`config.mk`:
```
export PLATFORM = sky130hd
export DESIGN_NAME = dma_bus_arbiter
export DESIGN_NICKNAME = d
export VERILOG_FILES = /design/src/rtl/dma_bus_arbiter.sv
export SDC_FILE = /design/constraint.sdc
export NUM_CORES = 1
export LEC_CHECK = 0
export ABC_AREA = 1
export BUFFER_PORTS_ARGS = -buffer_cell sky130_fd_sc_hd__buf_2
export CAP_MARGIN = 15
export CORE_MARGIN = 5
export CORE_UTILIZATION = 40
export CTS_CLUSTER_SIZE = 10
export DETAILED_ROUTE_END_ITERATION = 16
export HOLD_SLACK_MARGIN = 0.05
export SLEW_MARGIN = 20
export SYNTH_ARGS = -nofsm -noshare
export SYNTH_HDL_FRONTEND = slang
export SYNTH_SLANG_ARGS = --single-unit
```
`constraint.sdc`:
```
create_clock -name CLK -period 3.2 [get_ports CLK]
set_input_delay 0.96 -clock CLK [delete_from_list [all_inputs] [get_ports CLK]]
set_output_delay 0.96 -clock CLK [all_outputs]
set_load 0.05 [all_outputs]
```
`src/rtl/dma_bus_arbiter.sv`:
```
// Shared memory bus arbiter for DSP DMA, blitter and CPU.
// Fixed priority DSP > blitter > CPU. A starvation counter forces a CPU win, and grants are never pulled mid-cycle.
module dma_bus_arbiter #(
    parameter int TURN_CYCLES  = 1,
    parameter int STARVE_LIMIT = 8
) (
    input  logic       CLK,
    input  logic       RESET,
    input  logic       DSPBRQ,
    input  logic       BLTBRQ,
    input  logic       CPUBRQ,
    input  logic       DMAACTIVE,
    input  logic       BLTACTIVE,
    input  logic       WAIT,
    output logic       DSPBAK,
    output logic       DSPBAKL,
    output logic       BLTBAK,
    output logic       CPUBAK,
    output logic [1:0] ARBSTATE,
    output logic       STARVED
);

    typedef enum logic [1:0] {
        ST_IDLE = 2'd0,
        ST_TURN = 2'd1,
        ST_OWN  = 2'd2,
        ST_BAD  = 2'd3
    } state_e;

    typedef enum logic [1:0] {
        OWN_NONE = 2'd0,
        OWN_DSP  = 2'd1,
        OWN_BLT  = 2'd2,
        OWN_CPU  = 2'd3
    } owner_e;

    localparam logic [1:0] TURN_LOAD  = 2'(TURN_CYCLES - 1);
    localparam logic [3:0] STARVE_MAX = 4'(STARVE_LIMIT);

    state_e     state_q, state_d;
    owner_e     owner_q, owner_d;
    logic [1:0] turn_q, turn_d;
    logic [3:0] starve_q, starve_d;
    logic       dspbak_q, dspbak_d;
    logic       dspbakl_q, dspbakl_d;
    logic       bltbak_q, bltbak_d;
    logic       cpubak_q, cpubak_d;
    logic       starved_q, starved_d;

    owner_e     winner;
    logic       any_req;
    logic       drop;

    always_comb begin
        any_req = DSPBRQ | BLTBRQ | CPUBRQ;
        if (starved_q && CPUBRQ) winner = OWN_CPU;
        else if (DSPBRQ)         winner = OWN_DSP;
        else if (BLTBRQ)         winner = OWN_BLT;
        else                     winner = OWN_CPU;
    end

    // Release and preemption share one path: either way the ack drops and we go back through IDLE.
    always_comb begin
        case (owner_q)
            OWN_DSP: drop = !DSPBRQ && !DMAACTIVE;
            OWN_BLT: drop = (!BLTBRQ || DSPBRQ) && !BLTACTIVE;
            OWN_CPU: drop = !CPUBRQ || ((DSPBRQ || BLTBRQ) && !starved_q);
            default: drop = 1'b1;
        endcase
    end

    always_comb begin
        state_d  = state_q;
        owner_d  = owner_q;
        turn_d   = turn_q;
        starve_d = starve_q;
        dspbak_d = dspbak_q;
        bltbak_d = bltbak_q;
        cpubak_d = cpubak_q;

        if (state_q == ST_BAD) begin
            state_d  = ST_IDLE;
            owner_d  = OWN_NONE;
            turn_d   = 2'd0;
            dspbak_d = 1'b0;
            bltbak_d = 1'b0;
            cpubak_d = 1'b0;
        end else if (!WAIT) begin
            case (state_q)
                ST_IDLE: begin
                    dspbak_d = 1'b0;
                    bltbak_d = 1'b0;
                    cpubak_d = 1'b0;
                    if (!CPUBRQ) starve_d = 4'd0;
                    if (any_req) begin
                        owner_d = winner;
                        turn_d  = TURN_LOAD;
                        state_d = ST_TURN;
                    end
                end
                ST_TURN: begin
                    if (turn_q == 2'd0) begin
                        state_d  = ST_OWN;
                        dspbak_d = (owner_q == OWN_DSP);
                        bltbak_d = (owner_q == OWN_BLT);
                        cpubak_d = (owner_q == OWN_CPU);
                        if (owner_q == OWN_CPU)
                            starve_d = 4'd0;
                        else if (CPUBRQ && starve_q != STARVE_MAX)
                            starve_d = starve_q + 4'd1;
                    end else begin
                        turn_d = turn_q - 2'd1;
                    end
                end
                ST_OWN: begin
                    if (drop) begin
                        state_d  = ST_IDLE;
                        owner_d  = OWN_NONE;
                        dspbak_d = 1'b0;
                        bltbak_d = 1'b0;
                        cpubak_d = 1'b0;
                    end
                end
                default: state_d = ST_IDLE;
            endcase
        end

        dspbakl_d = ~dspbak_d;
        starved_d = (starve_d == STARVE_MAX);
    end

    always_ff @(posedge CLK or posedge RESET) begin
        if (RESET) begin
            state_q   <= ST_IDLE;
            owner_q   <= OWN_NONE;
            turn_q    <= 2'd0;
            starve_q  <= 4'd0;
            dspbak_q  <= 1'b0;
            dspbakl_q <= 1'b1;
            bltbak_q  <= 1'b0;
            cpubak_q  <= 1'b0;
            starved_q <= 1'b0;
        end else begin
            state_q   <= state_d;
            owner_q   <= owner_d;
            turn_q    <= turn_d;
            starve_q  <= starve_d;
            dspbak_q  <= dspbak_d;
            dspbakl_q <= dspbakl_d;
            bltbak_q  <= bltbak_d;
            cpubak_q  <= cpubak_d;
            starved_q <= starved_d;
        end
    end

    assign DSPBAK   = dspbak_q;
    assign DSPBAKL  = dspbakl_q;
    assign BLTBAK   = bltbak_q;
    assign CPUBAK   = cpubak_q;
    assign ARBSTATE = state_q;
    assign STARVED  = starved_q;

endmodule

```
==> reports/results.txt, run 1 <==
die area = 3830 um^2
port buffer count = 14
startpoint types = flop
largest net degree at the start of global routing = 16
cell family with most CP delay = flip-flops
Adder-Cell Fraction of Synth Area = 0.0812
nets = 188
CTS max path bufs = 2
period utilization = 0.630
endpoint type of the worst setup path = output port
Worst path max stage delay = 0.52 ns
final-report hold violation count = 0
Yosys top cell area share = 0.325
fmax = 496 MHz
maximum VDD drop = 0.507 mV
Sw Pwr = 619 uW
Sw Share = 0.537
WS Path Type = reg -> out
first-pass GRT wire length = 4.26 mm
DRT Wirelength = 2.42 mm
outcome = complete, no violations
Synth cell types = 23
Die Y = 61.9 um
Min Clock Period, post-route = 2.02 ns
HP Class = reg -> reg
share of layout cells above drive strength 1 = 0.186
via count = 1,029
slowest CP cell = dfstp_2
Clock Skews = 0.000868 ns
initial antenna violation count = 0
# IOs = 15
hpwl dp = 1.96 mm
Tot Pwr = 1150 uW
Slew Viols, Final = 0
syn_nets = 169
combinational share of power = 0.594
CTS clk-pin slew, worst paths = 0.09 ns
initial DRC count = 36
core area = 2520 um^2
xor/xnor share of the synthesized area = 0
crit path buf inv count = 1
postcts setup bufs = 0
clock sink count = 15
Initial Util = 0.428
drt first pass iters = 4
Post-Synth Simple-Gate Area = 0.396
ys flop type = dfrtp_1
final worst slack = 1.18 ns
largest cells by area after synthesis = dfrtp_1 (32%), nand2_1 (15%), inv_1 (8.7%)
Die Wd = 61.9 um
Root Buffer = clkbuf_4
Sequential Power Share = 0.308
Setup-failing EPs final = 0
placed insts = 198
Synth async-reset ratio = 1.00
leakage power = 0.000681 uW
number of synthesized flops with an enable pin = 0
antenna cells = 0
max_slew headroom = 0.596
Synth warnings = 0
register area share after synthesis = 0.349
FILL cells = 258
setup_tns = 0 ns
area delta synth->final = 12.4%
total gr overflow = 0
latest clock arrival within the worst-skew pair = 0.29 ns
GP Congestion = 0.903
Internal Power = 534 uW
Clk pwr share = 0.099
Post-Layout Cell Count = 202
critical-path cell list = buf_2
# rows = 18
critical path peak fanout = 1
largest family of logic cells by synthesized area = simple AND/OR/NAND/NOR gates
CTS Hold Buffers Added = 0
# resized after CTS = 0
maxcap violations = 0
unrepaired setup endpoints after global routing = false
#FFs+latches synth = 15
syn avg cell area = 7.00 um^2
Num CTS Buffers = 3
Critical Path RT = 2.24 ns
post-synth top area cell = dfrtp_1
post-route ant nets = 0
mux share of post-synthesis cell area = 0
pre-CTS WS = 1.18 ns
Mapped Area = 1080 um^2
Post-Syn Instances = 154
wire per inst = 12.0 um
DRC viols = 0
Vias/cell = 5.09
Arrival @ worst endpoint = 1.06 ns
Clock H-tree levels = 1
All-Layer GR Usage = 0.147
Synth Area in Compound Gates = 0.0731
PD cells = 951 nW/um^2
measured slew at the worst slew-check pin = 0.605 ns
TritonCTS clock tree = built
number of global-route vias before repair = 984
stage by stage:
stage	utilization	cell area, um^2	hold WS, ns
6_report	0.481	1210	0.482
5_1_grt	0.481	1210	0.527
4_1_cts	0.481	1210	0.486
3_5_place_dp	0.470	1190	0.463
3_3_place_gp	0.470	1190	0.453
2_1_floorplan	-	1080	0.459
state kept, by name (all words and copies together), names as in the netlist:
name,count
starve_q,4
ARBSTATE,2
owner_q,2
turn_q,2
BLTBAK,1
CPUBAK,1
DSPBAK,1
DSPBAKL,1
STARVED,1
path summary, 6_finish.rpt:
path / slack (ns) / end / from / cells past startpoint
max: 1.18 / DSPBAKL / DSPBAKL$_DFF_PP1_ / 1
min: 0.48 / CPUBAK$_DFFE_PP0P_ / CPUBAK$_DFFE_PP0P_ / 2
max reg2reg: 1.56 / STARVED$_DFF_PP0_ / ARBSTATE[0]$_DFFE_PP0P_ / 8
min reg2reg: 0.48 / CPUBAK$_DFFE_PP0P_ / CPUBAK$_DFFE_PP0P_ / 2
max in group asynchronous: 2.09 / DSPBAK$_DFF_PP0_ / RESET / 2
min in group asynchronous: 0.73 / turn_q[0]$_DFFE_PP0P_ / RESET / 2
power by group through the flow:
stage | clock network [uW] | logic, uW | registers [uW]
2_1_floorplan | 0 | 452 | 435
3_3_place_gp | 0 | 670 | 356
4_1_cts | 118 | 687 | 354
6_report | 114 | 685 | 355
5_1_grt | 126 | 778 | 368
3_5_place_dp | 0 | 683 | 358
cell usage in the layout (no fill, tap or decap):
| cell | instances |
|---|---|
| nand3_4 | 1 |
| clkbuf_4 | 3 |
| nor2_2 | 2 |
| nand2_2 | 1 |
| nand4_1 | 7 |
| nor2_1 | 14 |
| o21ai_0 | 1 |
| o31ai_1 | 1 |
| o21ai_2 | 1 |
| buf_2 | 14 |
| inv_1 | 25 |
| ha_1 | 7 |
| nor3_1 | 2 |
| a21oi_2 | 1 |
| clkbuf_1 | 1 |
| inv_2 | 4 |
| dfstp_2 | 1 |
| nand3b_1 | 1 |
| nand3_1 | 15 |
| o21ai_1 | 2 |
| nand3_2 | 4 |
| a31oi_1 | 1 |
| nand2_1 | 43 |
| dfrtp_1 | 14 |
| a211oi_1 | 1 |
| a21oi_1 | 5 |
area by class of cell:
class	instances	area (um^2)	area share
Timing Repair Buffer	14	70.1	0.0578
Clock buffer	4	26.3	0.0217
Sequential cell	15	377	0.311
Tap cell	30	37.5	0.0310
Multi-Input combinational cell	110	593	0.489
Inverter	29	109	0.0898
routing by layer:
metal | up-vias | GRT usage | part of all wire
met5 | - | 0 | 0
met4 | 0 | 0.0455 | 0.015
met3 | 5 | 0.0269 | 0.064
met2 | 34 | 0.224 | 0.44
met1 | 460 | 0.212 | 0.48
li1 | 530 | - | -
cells by family after synthesis:
family / Yosys count
simple gates: 90
buf+inv: 29
flops: 15
compound gates: 13
fa+ha+maj: 7
synthesized netlist by cell type (2+ instances only):
cell / n
nand4_1: 7
nand3_1: 15
a21oi_1: 5
nor2_2: 2
dfrtp_1: 14
o21ai_1: 2
nand2_1: 43
nor2_1: 14
inv_1: 25
ha_1: 7
nor3_1: 2
inv_2: 4
nand3_2: 4
(Power assumes the default switching activity.)
==> run 2: changes to the inputs <==
- ABC_AREA: 1 -> 0
- clock period: 3.2 -> 1.8 ns (I/O delays scaled with it)
==> reports/results.txt, run 2 <==
outcome = finished, violations left
failing checks = setup timing
syn_nets = 118 (-30%)
total gr overflow = 0 (unchanged)
crit path buf inv count = 1 (unchanged)
combinational share of power = 0.647 (+0.053)
Synth warnings = 0 (unchanged)
#FFs+latches synth = 15 (unchanged)
most frequent cells after synthesis = dfrtp_1 (14), inv_1 (12), nand2_1 (10), ha_1 (7), nor2_1 (6)
largest family of logic cells by synthesized area = compound AO/OA/AOI/OAI gates
# rows = 18 (unchanged)
Vias/cell = 5.27 (+3.4%)
Worst path max stage delay = 0.42 ns (-0.10 ns)
Placed Area = 1280 um^2 (+8.0%)
WS Path Type = reg -> reg
final-report hold violation count = 0 (unchanged)
cell family with most CP delay = compound AO/OA/AOI/OAI gates
Critical Path RT = 2.00 ns (-0.24 ns)
Post-Synth Simple-Gate Area = 0.188 (-0.208)
ys flop type = dfrtp_1
post-synth top area cell = dfrtp_1
Setup-failing EPs final = 1 (+1)
Initial Util = 0.407 (-0.0205)
most numerous cell in the Yosys netlist = dfrtp_1
maxcap violations = 0 (unchanged)
Mapped Area = 981 um^2 (-9.0%)
PD cells = 1580 nW/um^2 (+66%)
syn avg cell area = 9.52 um^2 (+36%)
fmax = 546 MHz
mux share of post-synthesis cell area = 0.0255 (+0.0255)
Arrival @ worst endpoint = 2.03 ns (+0.97 ns)
area delta synth->final = 35.2%
final core occ = 0.550 (+0.0697)
Clock H-tree levels = 1 (unchanged)
Sw Pwr = 963 uW (+55%)
Root Buffer = clkbuf_4
most common cell after layout, fill and taps aside = buf_4
Post-Layout Cell Count = 172 (-15%)
clock sink count = 15 (unchanged)
CTS Hold Buffers Added = 0 (unchanged)
startpoint types = flop
latest clock arrival within the worst-skew pair = 0.29 ns (about the same)
DRT Wirelength = 2.44 mm (+0.99%)
postcts setup bufs = 0 (unchanged)
wire per inst = 14.2 um (+19%)
placed insts = 168 (-15%)
Synth async-reset ratio = 1.00 (unchanged)
initial antenna violation count = 0 (unchanged)
HP Class = in -> async
first-pass GRT wire length = 4.04 mm (-5.0%)
Num CTS Buffers = 3 (unchanged)
# IOs = 15 (unchanged)
CTS max path bufs = 2 (unchanged)
largest cells by area after synthesis = dfrtp_1 (36%), ha_1 (8.9%), inv_1 (4.6%)
hpwl dp = 1.96 mm (about the same)
antenna cells = 0 (unchanged)
setup_tns = -0.0317 ns (-0.0317 ns)
post-route ant nets = 0 (unchanged)
Die Y = 59.5 um (-3.9%)
critical-path cell list = inv_4, ha_4, a2111oi_4, a21bo_1, mux2_4, nor4b_4
endpoint type of the worst setup path = flop
Synth cell types = 40 (+74%)
final instance area = 1330 um^2 (+9.4%)
leakage power = 0.000641 uW (-5.9%)
GP Congestion = 0.848 (-6.1%)
maximum VDD drop = 1.14 mV (+130%)
critical path peak fanout = 4 (+3)
measured slew at the worst slew-check pin = 0.613 ns (+0.00834 ns)
core area = 2410 um^2 (-4.5%)
Min Clock Period, post-route = 1.83 ns
xor/xnor share of the synthesized area = 0 (unchanged)
DRC viols = 0 (unchanged)
Top reg by flops = starve_q
Synth Area in Compound Gates = 0.258 (+0.185)
initial DRC count = 34 (-5.6%)
Sequential Power Share = 0.259 (-0.049)
Yosys top cell area share = 0.357 (+0.0323)
CTS clk-pin slew, worst paths = 0.09 ns (about the same)
unrepaired setup endpoints after global routing = true
Post-Syn Instances = 103 (-33%)
drt first pass iters = 4 (unchanged)
Die Wd = 59.5 um (-3.9%)
Clk pwr share = 0.095 (-0.004)
Internal Power = 1140 uW (+110%)
Slew Viols, Final = 0 (unchanged)
slowest CP cell = dfrtp_2
die area = 3540 um^2 (-7.6%)
commonest cells after routing, fill and taps aside = buf_4 (23), buf_2 (14), dfrtp_1 (12)
TritonCTS clock tree = built
period utilization = 1.02
All-Layer GR Usage = 0.150 (+0.00305)
number of synthesized flops with an enable pin = 0 (unchanged)
Adder-Cell Fraction of Synth Area = 0.0893 (+0.00808)
port buffer count = 14 (unchanged)
register area share after synthesis = 0.384 (+0.0347)
Clock Skews = 0.00325 ns (+0.00238 ns)
share of layout cells above drive strength 1 = 0.408 (+0.222)
nets = 158 (-16%)
max_slew headroom = 0.591 (-0.00557)
largest net degree at the start of global routing = 16 (unchanged)
via count = 906 (-12%)
final worst slack = -0.0317 ns (-1.22 ns)
Sw Share = 0.459 (-0.0783)
number of global-route vias before repair = 899 (-8.6%)
Largest register FFs = 4 (unchanged)
-- run 2: cell count changes in the layout (fill, tap and decap cells not counted), moves of 4 or more --
cell     previous run  this run
buf_4               0        23
ha_1                7         3
inv_1              25        10
nand2_1            43        10
nand3_1            15         4
nand3_2             4         0
nand4_1             7         0
nor2_1             14         5
-- run 2: cells by family after synthesis --
group	count (synthesis)
fa+ha+maj	7
compound gates	31
simple gates	34
flops	15
mux	2
buf+inv	14
-- run 2: final timing paths --
kind	start	end	slack, ns	depth (start not counted)
max	ARBSTATE[1]$_DFFE_PP0P_	STARVED$_DFF_PP0_	-0.03	6
min	RESET	BLTBAK$_DFFE_PP0P_	0.31	2
max reg2reg	ARBSTATE[1]$_DFFE_PP0P_	STARVED$_DFF_PP0_	-0.03	6
min in group CLK	DSPBAK$_DFF_PP0_	DSPBAKL$_DFF_PP1_	0.48	1
min reg2reg	DSPBAK$_DFF_PP0_	DSPBAKL$_DFF_PP1_	0.48	1
max in group asynchronous	RESET	ARBSTATE[0]$_DFFE_PP0P_	1.06	2
-- run 2: layer usage --
| metal | up-vias | wire length [um] | share of wire | GRT usage |
|---|---|---|---|---|
| li1 | 453 | - | - | - |
| met1 | 421 | 1130 | 0.46 | 0.198 |
| met2 | 30 | 1160 | 0.47 | 0.254 |
| met3 | 2 | 130 | 0.053 | 0.0261 |
| met4 | 0 | 21 | 0.0086 | 0.0380 |
| met5 | - | 0 | 0 | 0 |
-- run 2: final cells by class --
| type | count | area, um^2 |
|---|---|---|
| inverters | 12 | 47.5 |
| clock buffers | 4 | 26.3 |
| well taps | 30 | 37.5 |
| repair buffers | 37 | 243 |
| flip-flops and latches | 15 | 379 |
| multi-input cells | 74 | 593 |
| fillers | 220 | 1080 |
-- run 2: repair_timing --
action                     CTS  global route
gates resized for setup      4             1
pin swaps                    1             0
setup endpoints to repair    2             1
-- run 2: power by group through the flow --
stage          logic, uW  clock network [uW]  registers [uW]
5_1_grt             1490                 219             555
2_1_floorplan        699                   0             715
6_report            1360                 199             543
4_1_cts             1360                 200             542
3_3_place_gp        1290                   0             545
3_5_place_dp        1310                   0             547
-- run 2: through the flow --
step | total power [uW] | hold slack [ns] | setup WS (ns)
6_report | 2100 | 0.309 | -0.0317
5_1_grt | 2260 | 0.349 | -0.120
4_1_cts | 2100 | 0.325 | -0.0606
3_5_place_dp | 1860 | 0.475 | -0.102
3_3_place_gp | 1840 | 0.455 | -0.0828
2_1_floorplan | 1410 | 0.441 | -0.167
==> run 3: changes to the inputs <==
- CELL_PAD_IN_SITES_DETAIL_PLACEMENT: unset -> 1
- CELL_PAD_IN_SITES_GLOBAL_PLACEMENT: unset -> 2
- CORE_UTILIZATION: 40 -> 31
- PLACE_DENSITY_LB_ADDON: unset -> 0.1
==> reports/results.txt, run 3 (synthesis gave the netlist of run 2 again) <==
outcome = finished, violations left
failing checks = setup timing
Die Wd = 66.3 um (+11%)
maxcap violations = 0 (unchanged)
nets = 159 (+0.63%)
unrepaired setup endpoints after global routing = true
Clock Skews = 0.0128 ns (+0.00956 ns)
fmax = 534 MHz (-2.2%)
largest net degree at the start of global routing = 16 (unchanged)
clock sink count = 15 (unchanged)
period utilization = 1.04 (+0.0226)
critical path peak fanout = 4 (unchanged)
DRT Wirelength = 2.80 mm (+14%)
share of layout cells above drive strength 1 = 0.413 (+0.00414)
hpwl dp = 2.37 mm (+21%)
DRC viols = 0 (unchanged)
endpoint type of the worst setup path = flop
Post-Layout Cell Count = 187 (+8.7%)
Critical Path RT = 2.00 ns (about the same)
# rows = 20 (+2)
reg2reg setup slack = -0.07 ns (-0.04 ns)
HP Class = in -> async
startpoint types = flop
final-report hold violation count = 0 (unchanged)
final worst slack = -0.0724 ns (-0.0407 ns)
placed insts = 183 (+8.9%)
latest clock arrival within the worst-skew pair = 0.29 ns (about the same)
max_slew headroom = 0.604 (+0.0132)
# IOs = 15 (unchanged)
post-route ant nets = 0 (unchanged)
Min Clock Period, post-route = 1.87 ns (+0.0407 ns)
PD cells = 1590 nW/um^2 (+0.61%)
port buffer count = 14 (unchanged)
GP Congestion = 0.770 (-9.2%)
first-pass GRT wire length = 4.84 mm (+20%)
most common cell after layout, fill and taps aside = buf_4
Vias/cell = 4.95 (-6.0%)
CTS clk-pin slew, worst paths = 0.11 ns (+0.02 ns)
number of global-route vias before repair = 1,013 (+13%)
wire per inst = 14.9 um (+5.2%)
commonest cells after routing, fill and taps aside = buf_4 (24), buf_2 (14), dfrtp_1 (12)
Num CTS Buffers = 3 (unchanged)
leakage power = 0.000647 uW (+0.98%)
Arrival @ worst endpoint = 2.07 ns (+0.04 ns)
Setup-failing EPs final = 1 (unchanged)
CTS Hold Buffers Added = 0 (unchanged)
measured slew at the worst slew-check pin = 0.593 ns (-0.0198 ns)
FF/Latch Area = 379 um^2 (unchanged)
area delta synth->final = 38.3%
multi-input logic area = 597 um^2 (+0.63%)
postcts setup bufs = 0 (unchanged)
Initial Util = 0.321 (-0.0857)
maximum VDD drop = 0.805 mV (-30%)
TritonCTS clock tree = built
Largest register FFs = 4 (unchanged)
pre-CTS WS = -0.125 ns (-0.0232 ns)
CTS max path bufs = 2 (unchanged)
initial antenna violation count = 0 (unchanged)
via count = 926 (+2.2%)
Clock H-tree levels = 1 (unchanged)
All-Layer GR Usage = 0.148 (-0.00280)
total gr overflow = 0 (unchanged)
WS Path Type = reg -> reg
drt first pass iters = 4 (unchanged)
initial DRC count = 22 (-35%)
FILL cells = 386 (+75%)
Root Buffer = clkbuf_4
# resized after CTS = 2 (-2)
Top reg by flops = starve_q
die area = 4390 um^2 (+24%)
antenna cells = 0 (unchanged)
Die Y = 66.3 um (+11%)
core area = 3050 um^2 (+27%)
Slew Viols, Final = 0 (unchanged)
## run 3: path summary, 6_finish.rpt
path,end,depth (start not counted),start
setup / recovery,STARVED$_DFF_PP0_,5,ARBSTATE[0]$_DFFE_PP0P_
hold / removal,turn_q[1]$_DFFE_PP0P_,2,RESET
setup reg to reg,STARVED$_DFF_PP0_,5,ARBSTATE[0]$_DFFE_PP0P_
hold reg to reg,DSPBAKL$_DFF_PP1_,1,DSPBAK$_DFF_PP0_
max in group asynchronous,ARBSTATE[0]$_DFFE_PP0P_,2,RESET
min in group CLK,DSPBAKL$_DFF_PP1_,1,DSPBAK$_DFF_PP0_
## run 3: area by class of cell
type / count / area share
inverter: 12 / 0.0351
multi-input combinational: 74 / 0.440
clock buffer: 3 / 0.0166
timing repair buffer: 38 / 0.185
tap: 44 / 0.0406
clock inverter: 1 / 0.00369
sequential: 15 / 0.280
## run 3: report_power, final
part           switching (uW)  internal (uW)  leakage [uW]  total (uW)
sequential               86.9            448      0.000194         535
clock                     125           82.5     0.0000177         207
combinational             788            630      0.000436        1420
total                     999           1160      0.000647        2160
## run 3: worst max-delay path, cell delays in order, from the launching register on
cell	delay, ns
dfrtp_2	0.45
ha_2	0.23
a2111oi_4	0.31
a21bo_1	0.26
mux2_4	0.29
nor4b_4	0.24
## run 3: through the flow
step                area [um^2]  setup TNS [ns]  utilization  power, uW  hold slack, ns
finish                     1360         -0.0724        0.444       2160           0.290
global route               1360          -0.133        0.444       2350           0.359
CTS                        1340         -0.0813        0.439       2170           0.310
detailed placement         1310          -0.374        0.428       1940           0.461
global placement           1310          -0.352        0.428       1890           0.440
floorplan                  1010          -0.167            -       1410           0.441
## run 3: routing by layer
| layer | vias to the layer above | global-route usage | part of all wire |
|---|---|---|---|
| li1 | 460 | - | - |
| met1 | 451 | 0.173 | 0.45 |
| met2 | 11 | 0.261 | 0.51 |
| met3 | 4 | 0.0170 | 0.017 |
| met4 | 0 | 0.0736 | 0.018 |
| met5 | - | 0 | 0 |
